===== src/rtl/cpu_pkg.sv =====
// Shared types and constants for the fetch/load-store memory bus arbiter.
package cpu_pkg;
   localparam int BUS_ADDR_W = 32;
   localparam int BUS_DATA_W = 32;
   localparam int STRB_W     = 4;
   localparam logic [31:0] NOP_INSTR = 32'h0000_0013;

   typedef enum logic [1:0] {
      IDLE       = 2'd0,
      INSTR      = 2'd1,
      INSTR_KILL = 2'd2,
      DATA       = 2'd3
   } arb_state_t;
endpackage


===== src/rtl/imem_dmem_arbiter_if.sv =====
// Fetch, load/store and unified memory bus signals; slave is the arbiter's view,
// master is the pipeline/memory side that drives requests and acks.
interface imem_dmem_arbiter_if #(
   parameter int ADDR_W = cpu_pkg::BUS_ADDR_W,
   parameter int DATA_W = cpu_pkg::BUS_DATA_W
) ();
   import cpu_pkg::*;

   logic              instr_req;
   logic [ADDR_W-1:0] instr_addr;
   logic              flush;
   logic              instr_valid;
   logic [DATA_W-1:0] instr_rdata;
   logic              data_req;
   logic              data_we;
   logic [ADDR_W-1:0] data_addr;
   logic [DATA_W-1:0] data_wdata;
   logic [STRB_W-1:0] data_strb;
   logic              data_valid;
   logic [DATA_W-1:0] data_rdata;
   logic              mem_req;
   logic              mem_we;
   logic [ADDR_W-1:0] mem_addr;
   logic [DATA_W-1:0] mem_wdata;
   logic [STRB_W-1:0] mem_strb;
   logic              mem_ack;
   logic [DATA_W-1:0] mem_rdata;
   logic              bus_err;

   modport slave (
      input  instr_req, instr_addr, flush, data_req, data_we, data_addr, data_wdata, data_strb,
      input  mem_ack, mem_rdata,
      output instr_valid, instr_rdata, data_valid, data_rdata,
      output mem_req, mem_we, mem_addr, mem_wdata, mem_strb, bus_err
   );

   modport master (
      output instr_req, instr_addr, flush, data_req, data_we, data_addr, data_wdata, data_strb,
      output mem_ack, mem_rdata,
      input  instr_valid, instr_rdata, data_valid, data_rdata,
      input  mem_req, mem_we, mem_addr, mem_wdata, mem_strb, bus_err
   );
endinterface


===== src/rtl/arb_watchdog.sv =====
// Ack-timeout counter: counts enabled cycles since the last clear and flags the
// cycle in which the TIMEOUT-th enabled cycle ends without an ack.
module arb_watchdog #(
   parameter int TIMEOUT = 255
) (
   input  logic clk,
   input  logic rst,
   input  logic clr_i,
   input  logic en_i,
   output logic expire_o
);
   logic [7:0] cnt_q;

   always_ff @(posedge clk) begin
      if (rst || clr_i) begin
         cnt_q <= '0;
      end else if (en_i) begin
         cnt_q <= cnt_q + 8'd1;
      end
   end

   assign expire_o = en_i && (cnt_q == 8'(TIMEOUT - 1));
endmodule


===== src/rtl/imem_dmem_arbiter.sv =====
// Shares the unified memory bus between fetch and load/store, one transaction at a time.
// Request-to-valid is at least 2 cycles; requesters stall by holding req until their valid.
module imem_dmem_arbiter
   import cpu_pkg::*;
#(
   parameter int ADDR_W          = BUS_ADDR_W,
   parameter int DATA_W          = BUS_DATA_W,
   parameter int MAX_DATA_STREAK = 4,
   parameter int TIMEOUT         = 255
) (
   input logic               clk,
   input logic               rst,
   imem_dmem_arbiter_if.slave bus
);
   localparam int SW = $clog2(MAX_DATA_STREAK + 1);
   localparam logic [SW-1:0] STREAK_MAX = SW'(MAX_DATA_STREAK);

   arb_state_t        state_q;
   logic [SW-1:0]     streak_q;
   logic              mem_req_q, mem_we_q;
   logic [ADDR_W-1:0] mem_addr_q;
   logic [DATA_W-1:0] mem_wdata_q;
   logic [STRB_W-1:0] mem_strb_q;
   logic              instr_valid_q, data_valid_q, bus_err_q;
   logic [DATA_W-1:0] instr_rdata_q, data_rdata_q;
   logic              grant_data, grant_instr, expire;

   always_comb begin
      grant_data  = 1'b0;
      grant_instr = 1'b0;
      if (state_q == IDLE) begin
         grant_data  = bus.data_req && !(bus.instr_req && streak_q == STREAK_MAX);
         grant_instr = !grant_data && bus.instr_req && !bus.flush;
      end
   end

   arb_watchdog #(.TIMEOUT(TIMEOUT)) u_wdog (
      .clk      (clk),
      .rst      (rst),
      .clr_i    (grant_data || grant_instr),
      .en_i     (mem_req_q),
      .expire_o (expire)
   );

   always_ff @(posedge clk) begin
      if (rst) begin
         state_q       <= IDLE;
         streak_q      <= '0;
         mem_req_q     <= 1'b0;
         mem_we_q      <= 1'b0;
         mem_addr_q    <= '0;
         mem_wdata_q   <= '0;
         mem_strb_q    <= '0;
         instr_valid_q <= 1'b0;
         data_valid_q  <= 1'b0;
         bus_err_q     <= 1'b0;
         instr_rdata_q <= DATA_W'(NOP_INSTR);
         data_rdata_q  <= '0;
      end else begin
         instr_valid_q <= 1'b0;
         data_valid_q  <= 1'b0;
         bus_err_q     <= 1'b0;
         case (state_q)
            IDLE: begin
               if (grant_data) begin
                  state_q     <= DATA;
                  mem_req_q   <= 1'b1;
                  mem_we_q    <= bus.data_we;
                  mem_addr_q  <= bus.data_addr;
                  mem_wdata_q <= bus.data_wdata;
                  mem_strb_q  <= bus.data_strb;
                  // a data grant with fetch waiting implies streak < max, so no overflow
                  streak_q    <= bus.instr_req ? streak_q + 1'b1 : '0;
               end else if (grant_instr) begin
                  state_q     <= INSTR;
                  mem_req_q   <= 1'b1;
                  mem_we_q    <= 1'b0;
                  mem_addr_q  <= bus.instr_addr;
                  mem_wdata_q <= '0;
                  mem_strb_q  <= '0;
                  streak_q    <= '0;
               end
            end
            default: begin
               if (bus.mem_ack || expire) begin
                  state_q   <= IDLE;
                  mem_req_q <= 1'b0;
                  bus_err_q <= !bus.mem_ack;
                  if (state_q == DATA) begin
                     data_valid_q <= 1'b1;
                     data_rdata_q <= bus.mem_ack ? bus.mem_rdata : '0;
                  end else if (state_q == INSTR && !bus.flush) begin
                     instr_valid_q <= 1'b1;
                     instr_rdata_q <= bus.mem_ack ? bus.mem_rdata : DATA_W'(NOP_INSTR);
                  end
               end else if (state_q == INSTR && bus.flush) begin
                  state_q <= INSTR_KILL;
               end
            end
         endcase
      end
   end

   assign bus.mem_req     = mem_req_q;
   assign bus.mem_we      = mem_we_q;
   assign bus.mem_addr    = mem_addr_q;
   assign bus.mem_wdata   = mem_wdata_q;
   assign bus.mem_strb    = mem_strb_q;
   assign bus.instr_valid = instr_valid_q;
   assign bus.instr_rdata = instr_rdata_q;
   assign bus.data_valid  = data_valid_q;
   assign bus.data_rdata  = data_rdata_q;
   assign bus.bus_err     = bus_err_q;
endmodule


===== src/flat_wrapper.sv =====
// flat-port wrapper written by rule: the top's interface ports become plain ports
module imem_dmem_arbiter_flat import cpu_pkg::*;
#(
   parameter int ADDR_W          = BUS_ADDR_W,
   parameter int DATA_W          = BUS_DATA_W,
   parameter int MAX_DATA_STREAK = 4,
   parameter int TIMEOUT         = 255
)
  (clk, rst, bus_instr_req, bus_instr_addr, bus_flush, bus_data_req, bus_data_we, bus_data_addr, bus_data_wdata, bus_data_strb, bus_mem_ack, bus_mem_rdata, bus_instr_valid, bus_instr_rdata, bus_data_valid, bus_data_rdata, bus_mem_req, bus_mem_we, bus_mem_addr, bus_mem_wdata, bus_mem_strb, bus_bus_err);
  imem_dmem_arbiter_if #(.ADDR_W(ADDR_W), .DATA_W(DATA_W)) bus_i ();
  input logic clk;
  input logic rst;
  input wire logic [$bits(bus_i.instr_req)-1:0] bus_instr_req;
  input wire logic [$bits(bus_i.instr_addr)-1:0] bus_instr_addr;
  input wire logic [$bits(bus_i.flush)-1:0] bus_flush;
  input wire logic [$bits(bus_i.data_req)-1:0] bus_data_req;
  input wire logic [$bits(bus_i.data_we)-1:0] bus_data_we;
  input wire logic [$bits(bus_i.data_addr)-1:0] bus_data_addr;
  input wire logic [$bits(bus_i.data_wdata)-1:0] bus_data_wdata;
  input wire logic [$bits(bus_i.data_strb)-1:0] bus_data_strb;
  input wire logic [$bits(bus_i.mem_ack)-1:0] bus_mem_ack;
  input wire logic [$bits(bus_i.mem_rdata)-1:0] bus_mem_rdata;
  output wire logic [$bits(bus_i.instr_valid)-1:0] bus_instr_valid;
  output wire logic [$bits(bus_i.instr_rdata)-1:0] bus_instr_rdata;
  output wire logic [$bits(bus_i.data_valid)-1:0] bus_data_valid;
  output wire logic [$bits(bus_i.data_rdata)-1:0] bus_data_rdata;
  output wire logic [$bits(bus_i.mem_req)-1:0] bus_mem_req;
  output wire logic [$bits(bus_i.mem_we)-1:0] bus_mem_we;
  output wire logic [$bits(bus_i.mem_addr)-1:0] bus_mem_addr;
  output wire logic [$bits(bus_i.mem_wdata)-1:0] bus_mem_wdata;
  output wire logic [$bits(bus_i.mem_strb)-1:0] bus_mem_strb;
  output wire logic [$bits(bus_i.bus_err)-1:0] bus_bus_err;
  assign bus_i.instr_req = bus_instr_req;
  assign bus_i.instr_addr = bus_instr_addr;
  assign bus_i.flush = bus_flush;
  assign bus_i.data_req = bus_data_req;
  assign bus_i.data_we = bus_data_we;
  assign bus_i.data_addr = bus_data_addr;
  assign bus_i.data_wdata = bus_data_wdata;
  assign bus_i.data_strb = bus_data_strb;
  assign bus_i.mem_ack = bus_mem_ack;
  assign bus_i.mem_rdata = bus_mem_rdata;
  assign bus_instr_valid = bus_i.instr_valid;
  assign bus_instr_rdata = bus_i.instr_rdata;
  assign bus_data_valid = bus_i.data_valid;
  assign bus_data_rdata = bus_i.data_rdata;
  assign bus_mem_req = bus_i.mem_req;
  assign bus_mem_we = bus_i.mem_we;
  assign bus_mem_addr = bus_i.mem_addr;
  assign bus_mem_wdata = bus_i.mem_wdata;
  assign bus_mem_strb = bus_i.mem_strb;
  assign bus_bus_err = bus_i.bus_err;
  imem_dmem_arbiter #(.ADDR_W(ADDR_W), .DATA_W(DATA_W), .MAX_DATA_STREAK(MAX_DATA_STREAK), .TIMEOUT(TIMEOUT)) u_core (.clk(clk), .rst(rst), .bus(bus_i));
endmodule

===== config.mk =====
export PLATFORM = sky130hd
export DESIGN_NAME = imem_dmem_arbiter_flat
export DESIGN_NICKNAME = d
export VERILOG_FILES = /design/src/rtl/cpu_pkg.sv /design/src/rtl/imem_dmem_arbiter_if.sv /design/src/rtl/arb_watchdog.sv /design/src/rtl/imem_dmem_arbiter.sv /design/src/flat_wrapper.sv
export SDC_FILE = /design/constraint.sdc
export NUM_CORES = 1
export LEC_CHECK = 0
export ABC_AREA = 1
export CAP_MARGIN = 20
export CORE_ASPECT_RATIO = 0.5
export CORE_MARGIN = 2
export CORE_UTILIZATION = 45
export CTS_CLUSTER_DIAMETER = 80
export DETAILED_ROUTE_END_ITERATION = 8
export GPL_TIMING_DRIVEN = 0
export PLACE_DENSITY = 0.9
export SYNTH_ARGS = -nofsm -noshare
export SYNTH_HDL_FRONTEND = slang
export SYNTH_SLANG_ARGS = --single-unit

===== constraint.sdc =====
create_clock -name clk -period 3.35 [get_ports clk]
set_input_delay 0.5025 -clock clk [delete_from_list [all_inputs] [get_ports clk]]
set_output_delay 0.5025 -clock clk [all_outputs]
set_load 0.01 [all_outputs]

**Yosys cells after proc, flatten, opt, wreduce, memory -nomap -nowiden**

Cells that the tools add are included.

- Output and inout bits: 137
- Bits of input ports: 139
- Logic and storage cells: 74
- Bits in registers: 150

- Bitwise operators: 3
- Eq/ne operators: 5
- Add/subtract/negate cells: 2
- Reduce and logical (&&, ||, !) cells: 25
- Multiplexer cells: 26

Operators by type and width:

| operator | count |
|---|---|
| two-way mux 32 bit | 6 |
| two-way mux 1 bit | 10 |
| two-way mux 2 bit | 5 |
| two-way mux 3 bit | 3 |
| adder 8 x 1 -> 8 bit (second input constant) | 1 |
| equality test 8 bit (second input constant) | 1 |
| two-way mux 4 bit | 2 |
| logical AND 1 bit | 7 |
| AND reduction 2 bit | 3 |
| logical NOT 1 bit | 4 |
| AND reduction 4 bit | 1 |
| nonzero test 2 bit | 2 |
| OR reduction 4 bit | 1 |
| adder 3 x 1 -> 3 bit (second input constant) | 1 |
| equality test 3 bit (second input constant) | 1 |
| logical OR 1 bit | 3 |
| != test 3 x 1 -> 1 bit (second input constant) | 1 |
| inverter 1 bit | 3 |
| AND reduction 3 bit | 1 |
| nonzero test 3 bit | 1 |
| OR reduction 3 bit | 1 |
| equality test 2 x 1 -> 1 bit (second input constant) | 1 |
| equality test 2 bit (second input constant) | 1 |
| logical NOT 2 bit | 1 |

**Depth between registers and ports, before layout**

Gate-level depths: netlist of the first run.

- Word-level depth: 11
- Depth in mapped cells: 11
- Depth with buffers taken out: 10

**Hierarchy**

A second synthesis of the first run with hierarchy kept.

- Cells, all modules: 745
- Area total of the unflattened synthesis: 5,778.0 um^2

Modules (own cells, without submodules):

| module | instances | seq. area each (um^2) | cells an instance | area each (um^2) |
|---|---|---|---|---|
| imem_dmem_arbiter | 1 | 2,842.7 | 693 | 5,383.9 |
| arb_watchdog | 1 | 160.2 | 52 | 394.1 |

**Worst setup path after synthesis of the first run**

No wires, ideal clock.

- Path kind: register to register
- Start point: register u_core.state_q[0]
- End point: register u_core.instr_rdata_q[21] (netlist: u_core.bus.instr_rdata[21])
- Period minus slack after synthesis: 1,464 ps
- Library setup time: 70 ps
- Required time: 3,280 ps
- Setup slack: 1,886 ps
- Stages on the path, launching flop included: 8
- Data arrival time: 1,393 ps
- Path buffers: 2
- Cell sequence: dfxtp_1 inv_1 ha_1 and3_1 buf_4 buf_2 nand2_1 a21oi_1

- Longest elaborated chain between the ends: 3
- Elaborated cells between the ends (all ways): 7
- Those cells by class: eq/ne: 2; bitwise: 2; reduce/logical: 3

Ends and longest elaborated chain:

| element | RTL line | text |
|---|---|---|
| from (decl) | imem_dmem_arbiter.sv:18 | `arb_state_t state_q;` |
| from (signal assigned) | imem_dmem_arbiter.sv:47 | `state_q <= IDLE;` |
| from (signal assigned) | imem_dmem_arbiter.sv:66 | `state_q <= DATA;` |
| from (signal assigned) | imem_dmem_arbiter.sv:75 | `state_q <= INSTR;` |
| equality test 2 x 1 -> 1 bit (tied with other cells) | imem_dmem_arbiter.sv:92 | `end else if (state_q == INSTR && !bus.flush) begin` |
| logical AND 1 bit or inverter 1 bit (tied branches) | n/a |  |
| AND reduction 4 bit (no source line) (*) | n/a |  |
| to (signal assigned) | imem_dmem_arbiter.sv:57 | `instr_rdata_q <= DATA_W'(NOP_INSTR);` |
| to (signal assigned) | imem_dmem_arbiter.sv:94 | `instr_rdata_q <= bus.mem_ack ? bus.mem_rdata : DATA_W'(NOP_INSTR);` |
| to (decl) | imem_dmem_arbiter.sv:25 | `logic [DATA_W-1:0] instr_rdata_q, data_rdata_q;` |

Every way passes the cells marked *; elsewhere a longest branch is shown, timed or not.
A chain may end at the register's enable or synchronous reset.

**Worst setup path in the final report of the first run**

- Start point: register u_core.mem_req_q (netlist: u_core.bus.mem_req)
- End point: output bus_mem_req

RTL lines:

| element | RTL line | text |
|---|---|---|
| from (decl) | imem_dmem_arbiter.sv:20 | `logic mem_req_q, mem_we_q;` |
| from (signal assigned) | imem_dmem_arbiter.sv:49 | `mem_req_q <= 1'b0;` |
| from (signal assigned) | imem_dmem_arbiter.sv:67 | `mem_req_q <= 1'b1;` |
| from (signal assigned) | imem_dmem_arbiter.sv:76 | `mem_req_q <= 1'b1;` |
| to (decl) | flat_wrapper.sv:27 | `output wire logic [$bits(bus_i.mem_req)-1:0] bus_mem_req;` |

No word-level cell between the ends.

==> impl_metrics.env, run 1 <==
export IMPL_status="complete, no violations"
export IMPL_critPathMaxFanout=6
export IMPL_power_leakage_nw=4.06
export IMPL_critical_path_required_ns=2.85
export IMPL_num_rows=29
export IMPL_clockBufferDepth=2
export IMPL_drive_above_1_share=0.0671
export IMPL_final_min_clock_period_ns=1.96
export IMPL_synth_distinct_cells=29
export IMPL_post_synth_top_count_cell="nand2_1"
export IMPL_finalCritPeriodShare=0.586
export IMPL_fin_cells=1288
export IMPL_synth_warning_count=0
export IMPL_wl_um=19200
export IMPL_min_delay_path_class="reg -> reg"
export IMPL_antenna_found_initial=0
export IMPL_numCtsBuffers=17
export IMPL_grt_pass1_wl_um=30500
export IMPL_cts_hold_buf=0
export IMPL_synthAdderAreaFrac=0.0146
export IMPL_synthTopCellsByCount="368 x nand2_1, 150 x dfxtp_1, 64 x a21oi_1"
export IMPL_grt_pass1_vias=6278
export IMPL_yosys_area_share_simple=0.295
export IMPL_clk_pin_slew_worst_paths_ns=0.06
export IMPL_p_comb_frac=0.213
export IMPL_setup_slack_ns=1.39
export IMPL_total_power_mw=5.04
export IMPL_critPathKind="reg -> out"
export IMPL_syn_nets=959
export IMPL_wl_per_cell_um=14.9
export IMPL_worst_path_buf_inv=1
export IMPL_avgSynthCellArea_um2=7.36
export IMPL_pre_cts_ws_ns=1.11
export IMPL_synth_top_area_share=0.502
export IMPL_fillers=940
export IMPL_drt_iter0_drc=375
export IMPL_synth_edf_count=0
export IMPL_place_gp_congestion=0.821
export IMPL_p_clk_frac=0.390
export IMPL_dp_hpwl_um=14100
export IMPL_n_antenna_cell=0
export IMPL_num_vias=6333
export IMPL_clock_latency_ns=0.42
export IMPL_yosys_most_used_dff="dfxtp_1"
export IMPL_io_pins=276
export IMPL_syn_cell_area_um2=5980
export IMPL_grtUsageTotal=0.264
export IMPL_startpoint_type="flip-flop"
export IMPL_pwr_share_seq=0.397
export IMPL_fp_dieW_um=167
export IMPL_postCtsSetupRepairBufs=0
export IMPL_max_freq_mhz=509
export IMPL_worst_ep_arrival_time_ns=1.46
export IMPL_synthTopCellsByArea="dfxtp_1 50%, nand2_1 23%, a21oi_1 5.4%"
export IMPL_worstPathCellList="clkdlybuf4s50_1"
export IMPL_seq_area_frac_synth=0.502
export IMPL_p_per_area_nw_per_um2=528
export IMPL_portBuffers=274
export IMPL_cp_slowest_cell="clkdlybuf4s50_1"
export IMPL_maxSlewHeadroom=0.596
export IMPL_p_switching_mw=1.37
export IMPL_dp_cells=1257
export IMPL_synth_xor_area_frac=0.00586
export IMPL_synthMuxAreaShare=0
export IMPL_clkSinkCount=150
export IMPL_multi_input_area_um2=2520
export IMPL_crit_family="buffers and inverters"
export IMPL_cts_tree="built"
export IMPL_slew_violations=0
export IMPL_finalSetupTns_ns=0
export IMPL_htreeDepth=4
export IMPL_synthArstFlopShare=0
export IMPL_die_h_um=85.5
export IMPL_cts_repair_resized=0
export IMPL_skew_ns=0.0106
export IMPL_initial_core_util=0.467
export IMPL_syn_to_final_growth_pct=59.5
export IMPL_synth_compound_area_share=0.107
export IMPL_tightestPinTransition_ns=0.606
export IMPL_drcViolationCount=0
export IMPL_regArea_um2=3000
export IMPL_hold_viol_final=0
export IMPL_core_area_um2=12800
export IMPL_rsz0062_at_grt="no"
export IMPL_ir_drop_mv=0.312
export IMPL_grt_overflow=0
export IMPL_endpoint_kind="output port"
export IMPL_syn_inst=813
export IMPL_synth_seq_cells=150
export IMPL_maxCapViolations=0
export IMPL_p_sw_frac=0.272
export IMPL_die_area_um2=14300
export IMPL_p_int_mw=3.66
export IMPL_dr_pass1_iters=5
export IMPL_synth_top_family_by_area="simple AND/OR/NAND/NOR gates"
export IMPL_root_buffer="clkbuf_16"
export IMPL_finalNetCount=1252
export IMPL_vias_per_cell=4.92
export IMPL_synth_top_area_cell="dfxtp_1"
export IMPL_setup_viol=0
export IMPL_grt_max_degree=17
export IMPL_ant_nets=0
export IMPL_cpPeakStageDelay_ns=0.61
registers in the layout, indices dropped and copies added (netlist names), 2 cells and up:
signal and cells:
u_core.bus.data_rdata 32, u_core.bus.instr_rdata 32, u_core.bus.mem_addr 32, u_core.bus.mem_wdata 32, u_core.u_wdog.cnt_q 8, u_core.bus.mem_strb 4
u_core.streak_q 3, u_core.state_q 2
layout by cell type, fill, tap and decap left out, types with 4 or more instances in the layout:
cell / instances
nand3_1: 11
a21oi_1: 64
dfxtp_1: 150
a22oi_1: 37
buf_2: 18
nand2_2: 4
nor2_1: 53
ha_1: 7
buf_4: 6
clkdlybuf4s50_1: 274
clkbuf_16: 17
inv_1: 43
nand2_1: 368
buf_6: 7
clkbuf_1: 18
power by group through the flow:
stage | clock [mW] | combinational [mW] | sequential (mW)
after global placement | 0 | 1.04 | 2.02
after CTS | 1.98 | 1.08 | 2.00
after floorplan | 0 | 0.457 | 2.08
final | 1.97 | 1.07 | 2.00
after detailed placement | 0 | 1.07 | 2.03
after global routing | 2.07 | 1.17 | 2.01
cell families (layout without fill, tap and decap cells):
kind of cell	count (synthesis)	in the layout
AND/OR/NAND/NOR	450	450
buffers and inverters	95	400
flip-flops	150	150
XOR/XNOR	4	4
adder cells (fa/ha/maj)	7	7
AO/OA/AOI/OAI	107	107
cell type report:
cell class,instances,area share
well taps,170,0.0223
repair buffers,274,0.287
clock buffers,20,0.0479
multi-input cells,568,0.264
inverters,47,0.0186
clock inverters,11,0.0157
plain buffers,48,0.0291
flip-flops and latches,150,0.315
tightest hold or removal path, cell delays in order (launching register included):
cell and delay [ns]:
dfxtp_1 0.30, nand2_1 0.06, nand2_1 0.04
final timing paths:
kind / start / to / slack, ns / depth (start not counted)
hold / removal: u_core.bus.mem_addr[10] / u_core.bus.mem_addr[10] / 0.45 / 2
setup reg to reg: u_core.streak_q[0] / u_core.bus.mem_addr[28] / 1.54 / 10
hold reg to reg: u_core.bus.mem_addr[10] / u_core.bus.mem_addr[10] / 0.45 / 2
setup / recovery: u_core.bus.mem_req / bus_mem_req / 1.39 / 1
per-stage QoR:
step	instance area (µm²)	hold slack, ns	util
floorplan	5980	0.435	-
global placement	8940	0.435	0.698
detailed placement	8940	0.438	0.698
CTS	9540	0.449	0.745
global route	9540	0.459	0.745
finish	9540	0.447	0.745
per-layer routing:
layer	wire (µm)	GRT usage	up-vias	part of all wire
li1	-	-	3140	-
met1	7760	0.294	2902	0.40
met2	9520	0.481	234	0.50
met3	1210	0.0683	57	0.063
met4	720	0.125	0	0.038
met5	0	0	-	0
Note: power is estimated with default switching activity, not from simulation.
==> inputs of run 2 (changes only) <==
Settings changed: CORE_UTILIZATION 45 to 41, PLACE_DENSITY 0.9 to 0.84.
Clock period 3.35 ns to 1.9 ns, I/O delays scaled along.
==> impl_metrics.env, run 2 (synthesis results as in run 1) <==
export IMPL_hold_path_endpoint="u_core.bus.data_rdata[31]"
export IMPL_die_area_um2=15600
export IMPL_hp_start="bus_mem_ack"
export IMPL_power_leakage_nw=4.05
export IMPL_max_freq_mhz=575
export IMPL_antenna_found_initial=0
export IMPL_cpPeakStageDelay_ns=0.38
export IMPL_cts_tree="built"
export IMPL_worstPathCellList="inv_1, ha_1, nand3_1, nand2_2, nor2_4, inv_2, buf_2, nand2_1, nand2_1, nand2_1, nand2_1"
export IMPL_regArea_um2=3000
export IMPL_cp_slowest_cell="dfxtp_1"
export IMPL_htreeDepth=4
export IMPL_critPathKind="reg -> reg"
export IMPL_grt_overflow=0
export IMPL_endpoint_kind="flip-flop"
export IMPL_ir_drop_mv=0.566
export IMPL_drive_above_1_share=0.0679
export IMPL_worst_path_buf_inv=3
export IMPL_portBuffers=274
export IMPL_core_area_um2=14400
export IMPL_grt_max_degree=17
export IMPL_fin_cells=1318
export IMPL_fp_dieW_um=175
export IMPL_p_per_area_nw_per_um2=922
export IMPL_ff2ff_setup_slack_ns=0.16
export IMPL_min_path_cells=5
export IMPL_wl_per_cell_um=14.1
export IMPL_final_min_clock_period_ns=1.74
export IMPL_drt_iter0_drc=286
export IMPL_startpoint_type="flip-flop"
export IMPL_rr_worst_depth=11
export IMPL_fillers=1155
export IMPL_syn_to_final_growth_pct=60.3
export IMPL_clock_latency_ns=0.41
export IMPL_dpl_cell_area_um2=8970
export IMPL_grt_pass1_wl_um=28000
export IMPL_highest_layer="met4"
export IMPL_grt_pass1_vias=5785
export IMPL_clk_pin_slew_worst_paths_ns=0.06
export IMPL_r2r_end="u_core.bus.mem_addr[28]"
export IMPL_critPathMaxFanout=10
export IMPL_finalNetCount=1253
export IMPL_dr_pass1_iters=5
export IMPL_hold_viol_final=0
export IMPL_die_h_um=89.4
export IMPL_met2_length_um=9310
export IMPL_setup_viol=0
export IMPL_skew_ns=0.0104
export IMPL_num_rows=31
export IMPL_ant_nets=0
export IMPL_critical_path_required_ns=2.21
export IMPL_wl_met1_um=7870
export IMPL_finalCritPeriodShare=0.916
export IMPL_clkSinkCount=150
export IMPL_clockBufferDepth=2
export IMPL_tightestPinTransition_ns=0.603
export IMPL_layout_common_cells="368 x nand2_1, 274 x clkdlybuf4s50_1, 150 x dfxtp_1"
export IMPL_crit_family="simple AND/OR/NAND/NOR gates"
export IMPL_multi_input_area_um2=2530
export IMPL_r2r_start="u_core.streak_q[0]"
export IMPL_worst_ep_arrival_time_ns=2.04
export IMPL_initial_core_util=0.417
export IMPL_dr_wl_met3_um=1070
export IMPL_grtUsageTotal=0.226
export IMPL_num_vias=6248
export IMPL_n_antenna_cell=0
export IMPL_vias_per_cell=4.74
export IMPL_mostFrequentLayoutCell="nand2_1"
export IMPL_maxSlewHeadroom=0.598
export IMPL_design_area_um2=9590
export IMPL_root_buffer="clkbuf_16"
export IMPL_dp_cells=1285
export IMPL_status="complete, no violations"
export IMPL_rsz0062_at_grt="no"
export IMPL_slew_violations=0
export IMPL_maxCapViolations=0
export IMPL_drcViolationCount=0
export IMPL_io_pins=276
export IMPL_path_common_cell="nand2_1"
export IMPL_numCtsBuffers=17
export IMPL_dp_hpwl_um=13600
export IMPL_place_gp_congestion=0.825
export IMPL_min_delay_path_class="in -> reg"
export IMPL_wl_um=18500
[run 2: how the worst max path moves through the flow]
| stage | from | slack (ns) | endpoint | depth (start not counted) |
|---|---|---|---|---|
| 2_1_floorplan | u_core.state_q[0] | 0.44 | u_core.bus.instr_rdata[21] | 7 |
| 3_3_place_gp | rst | -0.11 | u_core.bus.data_rdata[19] | 4 |
| 3_5_place_dp | rst | -0.15 | u_core.bus.data_rdata[25] | 4 |
| 4_1_cts | u_core.streak_q[0] | 0.05 | u_core.streak_q[0] | 10 |
| 5_1_grt | u_core.streak_q[0] | 0.001 | u_core.bus.mem_addr[13] | 11 |
| 6_report | u_core.streak_q[0] | 0.16 | u_core.bus.mem_addr[28] | 11 |
[run 2: metal layers]
metal,vias up,global-route usage
li1,3143,-
met1,2908,0.270
met2,176,0.406
met3,21,0.0485
met4,0,0.0902
met5,-,0
[run 2: stage by stage]
step	TNS (ns)	setup WS, ns	total power [mW]	utilization	hold slack, ns
after floorplan	0	0.436	4.48	-	0.435
after global placement	-8.14	-0.109	5.41	0.625	0.436
after detailed placement	-11.51	-0.154	5.45	0.625	0.438
after CTS	0	0.0519	8.87	0.667	0.361
after global routing	0	0.00124	9.22	0.668	0.426
final	0	0.160	8.84	0.668	0.365
[run 2: repair_timing]
action / in CTS / in global routing
setup buffers: 0 / 2
gates resized for setup: 0 / 3
hold buffers: 0 / 0
setup endpoints to repair: 0 / 37
[run 2: tightest hold or removal path, stage by stage]
cell	delay [ns]
clkbuf_1	0.18
nand2_1	0.10
inv_1	0.05
nand2_1	0.05
a21oi_1	0.06
[run 2: cell type report]
type,instances,share of cell area
multi-input cells,568,0.264
repair buffers,276,0.288
inverters,47,0.0185
well taps,198,0.0258
clock buffers,20,0.0466
plain buffers,47,0.0287
clock inverters,12,0.0159
flip-flops and latches,150,0.313
[run 2: power breakdown]
| part | internal (mW) | total (mW) | switching [mW] | leakage (nW) |
|---|---|---|---|---|
| Sequential | 3.38 | 3.51 | 0.132 | 1.22 |
| Clock | 2.10 | 3.43 | 1.33 | 0.282 |
| Combinational | 0.955 | 1.90 | 0.943 | 2.55 |
| Total | 6.44 | 8.84 | 2.41 | 4.05 |
